===== src/rtl/spi_controller.sv =====
// spi_controller: command-driven SPI master for a single memory that shares clk.
// A command is a two-cycle mode bit (wr), eight address bits and, for writes,
// eight data bits, all LSB-first on sdo while cs_n is low. Reads then wait for
// the memory's ready pulse and shift eight bits back in from sdi.
// Optional feature: define SPI_CTRL_TIMEOUT_EN to bound the ready/op_done waits
// by TIMEOUT_CYCLES clocks and flag the abandoned command with err.
module spi_controller #(
  parameter int TIMEOUT_CYCLES = 64
) (
  input  logic       clk,
  input  logic       rst,
  input  logic       newd,
  input  logic       wr,
  input  logic [7:0] addr,
  input  logic [7:0] din,
  input  logic       ready,
  input  logic       op_done,
  input  logic       sdi,
  output logic       cs_n,
  output logic       sdo,
  output logic [7:0] dout,
  output logic       busy,
  output logic       done,
  output logic       err
);

  typedef enum logic [2:0] {
    IDLE,
    MODE,
    ADDR,
    WDATA,
    WAIT_RDY,
    RDATA,
    WAIT_DONE
  } state_t;

  state_t     state;
  logic       cmd_wr;
  logic [7:0] cmd_addr;
  logic [7:0] cmd_din;
  logic [7:0] rx_shift;
  logic [3:0] bit_cnt;

  // A timeout shorter than one cycle cannot be counted, so such a build is rejected.
  if (TIMEOUT_CYCLES < 1) begin : g_timeout_range
    $error("spi_controller: TIMEOUT_CYCLES must be at least 1");
  end

`ifdef SPI_CTRL_TIMEOUT_EN
  localparam int TMO_W = $clog2(TIMEOUT_CYCLES + 1);
  logic [TMO_W-1:0] tmo_cnt;
  logic             tmo_hit;

  // The wait is abandoned on the edge that completes TIMEOUT_CYCLES idle cycles.
  assign tmo_hit = (tmo_cnt == TMO_W'(TIMEOUT_CYCLES - 1));
`else
  // Without the timeout feature the waits are unbounded and no error can occur.
  assign err = 1'b0;
`endif

  // Command sequencer: every output is registered so cs_n/sdo change only on clk edges.
  always_ff @(posedge clk) begin
    if (rst) begin
      state    <= IDLE;
      cs_n     <= 1'b1;
      sdo      <= 1'b0;
      busy     <= 1'b0;
      done     <= 1'b0;
      dout     <= 8'h00;
      cmd_wr   <= 1'b0;
      cmd_addr <= 8'h00;
      cmd_din  <= 8'h00;
      rx_shift <= 8'h00;
      bit_cnt  <= 4'd0;
`ifdef SPI_CTRL_TIMEOUT_EN
      tmo_cnt  <= '0;
      err      <= 1'b0;
`endif
    end else begin
      done <= 1'b0;
`ifdef SPI_CTRL_TIMEOUT_EN
      err  <= 1'b0;
`endif
      case (state)
        IDLE: begin
          if (newd) begin
            cmd_wr   <= wr;
            cmd_addr <= addr;
            cmd_din  <= din;
            cs_n     <= 1'b0;
            sdo      <= wr;
            busy     <= 1'b1;
            bit_cnt  <= 4'd0;
            state    <= MODE;
          end
        end
        MODE: begin
          sdo     <= cmd_wr;
          bit_cnt <= 4'd0;
          state   <= ADDR;
        end
        ADDR: begin
          if (bit_cnt == 4'd8) begin
            cs_n    <= 1'b1;
            sdo     <= 1'b0;
            bit_cnt <= 4'd0;
`ifdef SPI_CTRL_TIMEOUT_EN
            tmo_cnt <= '0;
`endif
            state   <= WAIT_RDY;
          end else begin
            sdo <= cmd_addr[bit_cnt[2:0]];
            if (bit_cnt == 4'd7 && cmd_wr) begin
              bit_cnt <= 4'd0;
              state   <= WDATA;
            end else begin
              bit_cnt <= bit_cnt + 4'd1;
            end
          end
        end
        WDATA: begin
          if (bit_cnt == 4'd8) begin
            cs_n    <= 1'b1;
            sdo     <= 1'b0;
            bit_cnt <= 4'd0;
`ifdef SPI_CTRL_TIMEOUT_EN
            tmo_cnt <= '0;
`endif
            state   <= WAIT_DONE;
          end else begin
            sdo     <= cmd_din[bit_cnt[2:0]];
            bit_cnt <= bit_cnt + 4'd1;
          end
        end
        WAIT_RDY: begin
          if (ready) begin
            bit_cnt <= 4'd0;
            state   <= RDATA;
          end
`ifdef SPI_CTRL_TIMEOUT_EN
          else if (tmo_hit) begin
            done  <= 1'b1;
            err   <= 1'b1;
            busy  <= 1'b0;
            state <= IDLE;
          end else begin
            tmo_cnt <= tmo_cnt + TMO_W'(1);
          end
`endif
        end
        RDATA: begin
          rx_shift <= {sdi, rx_shift[7:1]};
          if (bit_cnt == 4'd7) begin
            bit_cnt <= 4'd0;
`ifdef SPI_CTRL_TIMEOUT_EN
            tmo_cnt <= '0;
`endif
            state   <= WAIT_DONE;
          end else begin
            bit_cnt <= bit_cnt + 4'd1;
          end
        end
        WAIT_DONE: begin
          if (op_done) begin
            done  <= 1'b1;
            busy  <= 1'b0;
            state <= IDLE;
            if (!cmd_wr) begin
              dout <= rx_shift;
            end
          end
`ifdef SPI_CTRL_TIMEOUT_EN
          else if (tmo_hit) begin
            done  <= 1'b1;
            err   <= 1'b1;
            busy  <= 1'b0;
            state <= IDLE;
          end else begin
            tmo_cnt <= tmo_cnt + TMO_W'(1);
          end
`endif
        end
        default: begin
          cs_n  <= 1'b1;
          sdo   <= 1'b0;
          busy  <= 1'b0;
          state <= IDLE;
        end
      endcase
    end
  end

endmodule


===== config.mk =====
export PLATFORM = sky130hd
export DESIGN_NAME = spi_controller
export DESIGN_NICKNAME = d
export VERILOG_FILES = /design/src/rtl/spi_controller.sv
export SDC_FILE = /design/constraint.sdc
export NUM_CORES = 1
export LEC_CHECK = 0
export BUFFER_PORTS_ARGS = -buffer_cell sky130_fd_sc_hd__clkbuf_2
export CELL_PAD_IN_SITES_DETAIL_PLACEMENT = 2
export CELL_PAD_IN_SITES_GLOBAL_PLACEMENT = 2
export CORE_MARGIN = 4
export CORE_UTILIZATION = 35
export CTS_CLUSTER_DIAMETER = 80
export DETAILED_ROUTE_END_ITERATION = 10
export PLACE_DENSITY = 0.81
export SLEW_MARGIN = 20
export SYNTH_ARGS = -nofsm -noshare
export SYNTH_HDL_FRONTEND = slang
export SYNTH_SLANG_ARGS = --single-unit

===== constraint.sdc =====
create_clock -name clk -period 2.4 [get_ports clk]
set_input_delay 0.12 -clock clk [delete_from_list [all_inputs] [get_ports clk]]
set_output_delay 0.12 -clock clk [all_outputs]
set_load 0.02 [all_outputs]

# Word-level counts from Yosys, hierarchy flattened
# Index checks and enable logic that the tools add are counted.
[totals]
latch_bits = 0
wordCells = 78
rom_bits = 0
output_inout_bits = 13
input_bits = 23
register_bits = 44
mem_count = 0
ram_bits = 0
[classes]
reduce_logical = 15
mul = 0
addsub = 1
bitwise_logic = 5
n_div = 0
shift = 0
magnitude_cmp = 1
n_eq_ne = 15
muxes = 30
[ops]
columns = ["operator", "count"]
rows = [
  ["$mux W4", 6],
  ["$pmux W4 S6", 1],
  ["$mux W3", 7],
  ["$pmux W3 S7", 1],
  ["$reduce_and A3 Y1", 4],
  ["$mux W1", 10],
  ["$ne A2 B2 Y1 const B", 5],
  ["$eq A3 B3 Y1 const B", 3],
  ["$bmux W1 S3", 2],
  ["$eq A3 B2 Y1 const B", 2],
  ["$pmux W1 S3", 2],
  ["$reduce_and A6 Y1", 1],
  ["$reduce_bool A6 Y1", 1],
  ["$not A1 Y1", 5],
  ["$pmux W1 S5", 1],
  ["$reduce_or A5 Y1", 1],
  ["$add A4 B1 Y4 const B", 1],
  ["$eq A4 B3 Y1 const B", 1],
  ["$eq A4 B4 Y1 const B", 1],
  ["$lt A3 B4 Y1 const B", 1],
  ["$reduce_and A2 Y1", 2],
  ["$reduce_or A2 Y1", 2],
  ["$reduce_or A4 Y1", 1],
  ["$eq A3 B1 Y1 const B", 1],
  ["5 further kinds", 5],
]

# Logic depth before layout (Yosys ltp)
[depth]
word_depth = 5
mapped_depth = 7
ltp_nobuf = 6

# Worst setup path before layout
# OpenSTA, ideal clock, no wires.
[synth_path]
path_kind = "register -> register"
from = "register bit_cnt[0]"
to = "register state[0]"
setup_time_ns = 0.096
t_arrival_ns = 1.417
setup_slack_ns = 0.888
path_buffers = 0
stages_incl_launch_ff = 6
cell_sequence = "dfxtp_1 -> bufinv_8 -> ha_1 -> nand3b_2 -> a32o_1 -> o41ai_2"
[synth_between]
elab_chain_cells = 4
elab_cells_between_ends = 9
[synth_rtl]
columns = ["item", "line_no", "rtl"]
rows = [
  ["start: declaration", "42", "logic [3:0] bit_cnt;"],
  ["start signal: assignment", "117", "bit_cnt <= bit_cnt + 4'd1;"],
  ["start signal: assignment", "132", "bit_cnt <= bit_cnt + 4'd1;"],
  ["start signal: assignment", "160", "bit_cnt <= bit_cnt + 4'd1;"],
  ["$eq A4 B3 Y1", "113, 153", ""],
  ["$logic_and A1 B1 Y1", "113", "if (bit_cnt == 4'd7 && cmd_wr) begin"],
  ["$ne A3 B3 Y1 (no line)", "n/a", ""],
  ["$reduce_and A6 Y1 (no line)", "n/a", ""],
  ["end signal: assignment", "110", "state <= WAIT_RDY;"],
  ["end signal: assignment", "115", "state <= WDATA;"],
  ["end signal: assignment", "158", "state <= WAIT_DONE;"],
  ["end: declaration", "37", "state_t state;"],
]
# Parallel ways exist; a longest one is shown, timed or not.
# A chain may end at the register's enable or synchronous reset.

# Worst setup path after layout
[layout_path]
from = "register state[0]"
to = "register bit_cnt[3]"
[layout_between]
elab_chain_cells = 3
elab_cells_between_ends = 11
[layout_rtl]
columns = ["item", "line_no", "rtl"]
rows = [
  ["start signal: assignment", "64", "state <= IDLE;"],
  ["start signal: assignment", "94", "state <= MODE;"],
  ["start signal: assignment", "100", "state <= ADDR;"],
  ["$eq A3 B3 Y1 (tied with other cells)", "84", "case (state)"],
  ["$reduce_bool A6 Y1 (no line) / $ne A2 B2 Y1 (equally long branches)", "n/a", ""],
  ["$reduce_and A3 Y1 (no line)", "n/a", ""],
]
# Parallel ways exist; a longest one is shown, timed or not.

==> impl_metrics.yaml <==
sta:
  min_period_over_period: 0.831
  setup_viol_count_final: 0
  rsz0062_at_grt: "no"
  hold_viol: 0
  fin_setup_tns_ns: 0
  fmax_ghz: 0.501
  slew_headroom: 0.502
  worst_pin_slew_ns: 0.744
  whs_ns: 0.0260
  fin_ws_ns: 0.405
  clock-skew-final_ns: 0.00795
  min_period_ns: 2.00
  slew_viol_final: 0
run:
  cap_violations: 0
floorplanning:
  die_area_um2: 7070
  num_rows: 27
  die_x_um: 84.1
  fp.dieH_um: 84.1
  core_area_um2: 5570
  ioPinCount: 36
  start_util: 0.364
critical_path:
  critPathRequiredTime_ns: 2.63
  end_kind: "flop"
  reg2reg_to: "bit_cnt[3]$_SDFFE_PP0P_"
  arrival_ns: 2.22
  r2r_start: "state[0]$_SDFFE_PP0P_"
  rr_worst_depth: 4
  crit_fanout: 19
  path_class: "flop to flop"
  path_cells: "and3b_1 -> a32o_1 -> o22ai_1 -> a21oi_1"
  cpPeakStageDelay_ns: 0.77
  crit_slowest_cell: "dfxtp_1"
  r2r_setup_slack_ns: 0.40
  startpoint_type: "flop"
global_route:
  grt_max_degree: 26
  overflow: 0
  grt_pass1_vias: 1890
  grt_use_total: 0.163
  antenna_found_initial: 0
  grt_pass1_wl_um: 9280
synthesis:
  syn_avg_cell_area_um2: 8.41
  synth.largest_area_cell: "dfxtp_1"
  syn-num-nets: 266
  yosysWarnings: 0
  netlist_area_um2: 2030
  synthCells: 241
  ys_types: 43
  synth_seq_cells: 44
  ys_seq_area_frac: 0.435
  synthTopCellsByArea: "dfxtp_1, nand2_1, a21oi_1"
  synth_top_area_share: 0.435
clock_tree:
  tritoncts: "yes"
  cts_root_buffer: "clkbuf_8"
  clk-insertion-delay-late_ns: 0.30
  clockBufferDepth: 2
  numCtsBuffers: 5
  cts_max_level: 2
  postCtsHoldBufs: 0
  post-cts-setup-buffers: 0
  clkSinkCount: 44
  cts.repair.resized: 0
  cts.reportedPaths.clkPinSlew_ns: 0.09
detailed_routing:
  final_antenna_net_count: 0
  drtPass1Iterations: 4
  wl_per_cell_um: 16.0
  route.detailed.drc: 0
  drt_iter0_drc: 93
  vias_per_cell: 5.22
  wl_um: 5420
  dr_total_vias: 1763
finish:
  final_layout_size_suffix_gt1_frac: 0.199
  final_cells: 338
  layout_commonest_cell: "nand2_1"
  syn2layout_area_growth_pct: 14.4
  num_antenna_cells: 0
  final_cell_mix: "nand2_1, dfxtp_1, a21oi_1, clkbuf_2, nor2_1"
  finalNetCount: 290
place:
  io_buffer_count: 34
  placed_cells: 330
  hpwl_um: 3820
  pre_cts_ws_ns: 0.470
  place_congestion: 0.756
worst_hold_path:
  whs_endpoint: "cmd_din[7]$_SDFFE_PP0P_"
  min_from: "din[7]"
  hold_path_depth: 3
  worstHoldPathType: "input pin to flop"
power_and_ir_drop:
  p_leak_nw: 0.890
  peakVddDrop_mv: 0.310
  power.density_nw_per_um2: 884
status:
  status: "finished, final reports clean"
==> flip-flops by register name, indices dropped and copies added (netlist names) <==
signal,cells
bit_cnt,4
busy,1
cmd_addr,8
cmd_din,8
cmd_wr,1
cs_n,1
done,1
dout,8
rx_shift,8
sdo,1
state,3
==> metrics by stage <==
stage | util | power [mW] | area [um^2]
6_report | 0.416 | 2.05 | 2320
5_1_grt | 0.416 | 2.18 | 2320
4_1_cts | 0.416 | 2.08 | 2320
3_5_place_dp | 0.395 | 1.48 | 2200
3_3_place_gp | 0.394 | 1.45 | 2200
2_1_floorplan | - | 1.34 | 2030
==> critical path: cells and delay by family, from the launching register on <==
family,cells,cell delay (ns)
DFF,1,0.77
AOI/OAI and AO/OA,3,0.62
and+or+nand+nor,1,0.54
==> per-layer routing <==
layer / GRT usage / wire [um]
met4: 0.0439 / 63
met5: 0 / 0
met2: 0.273 / 2630
met3: 0.0385 / 196
met1: 0.210 / 2530
==> final cells by class <==
class / instances / area [um^2]
Clock buffer: 5 / 68.8
Clock inverter: 3 / 46.3
Fill cell: 643 / 3260
Inverter: 7 / 40.0
Multi-Input combinational cell: 171 / 1010
Sequential cell: 44 / 881
Tap cell: 72 / 90.1
Timing Repair Buffer: 36 / 185
==> cell usage after synthesis <==
master and number:
nand2_1 59, dfxtp_1 44, a21oi_1 34, nor2_1 19, mux2i_1 9, clkbuf_1 8, buf_2 6, inv_1 6
o21ai_0 5, o21ai_1 4, buf_4 3, mux4_1 3, nand3_1 3, o22ai_1 3, a22o_1 2, a31oi_1 2
and3b_1 2, buf_6 2, ha_1 2, nor3_1 2, a221oi_1 1, a2bb2oi_1 1, a32o_1 1, and2_1 1
and2b_4 1, bufinv_8 1, conb_1 1, mux2_2 1, mux4_2 1, nand2b_1 1, nand3b_1 1, nand3b_2 1
nand4_1 1, nand4b_1 1, nor2_4 1, nor3_2 1, o211a_2 1, o21bai_1 1, o22a_1 1, o311a_1 1
o41ai_2 1, or2_1 1, or3_1 1
==> cells by family (layout without fill, tap and decap cells) <==
kind of cell / after synthesis / in the layout / synth area share
AOI/OAI and AO/OA: 58 / 58 / 0.170
buffers and inverters: 26 / 51 / 0.0716
and+or+nand+nor: 96 / 96 / 0.210
muxes: 14 / 14 / 0.100
other: 1 / 1 / 0.00185
adders and majority gates: 2 / 2 / 0.0123
DFF: 44 / 44 / 0.435
==> power by group <==
group	leakage, nW	total [mW]	switching [mW]	internal, mW
logic	0.478	0.525	0.291	0.234
clock network	0.0548	0.591	0.277	0.314
registers	0.358	0.933	0.120	0.813
==> worst max-delay path by stage <==
stage / from / to / slack (ns) / cells past startpoint
2_1_floorplan: bit_cnt[0]$_SDFFE_PP0P_ / state[0]$_SDFFE_PP0P_ / 0.89 / 5
3_3_place_gp: state[2]$_SDFFE_PP0P_ / busy$_SDFFE_PP0P_ / 0.43 / 3
3_5_place_dp: state[0]$_SDFFE_PP0P_ / bit_cnt[1]$_SDFFE_PP0P_ / 0.47 / 4
4_1_cts: state[0]$_SDFFE_PP0P_ / bit_cnt[3]$_SDFFE_PP0P_ / 0.41 / 4
5_1_grt: state[2]$_SDFFE_PP0P_ / bit_cnt[3]$_SDFFE_PP0P_ / 0.24 / 4
6_report: state[0]$_SDFFE_PP0P_ / bit_cnt[3]$_SDFFE_PP0P_ / 0.40 / 4
Note: power is estimated with default switching activity, not from simulation.
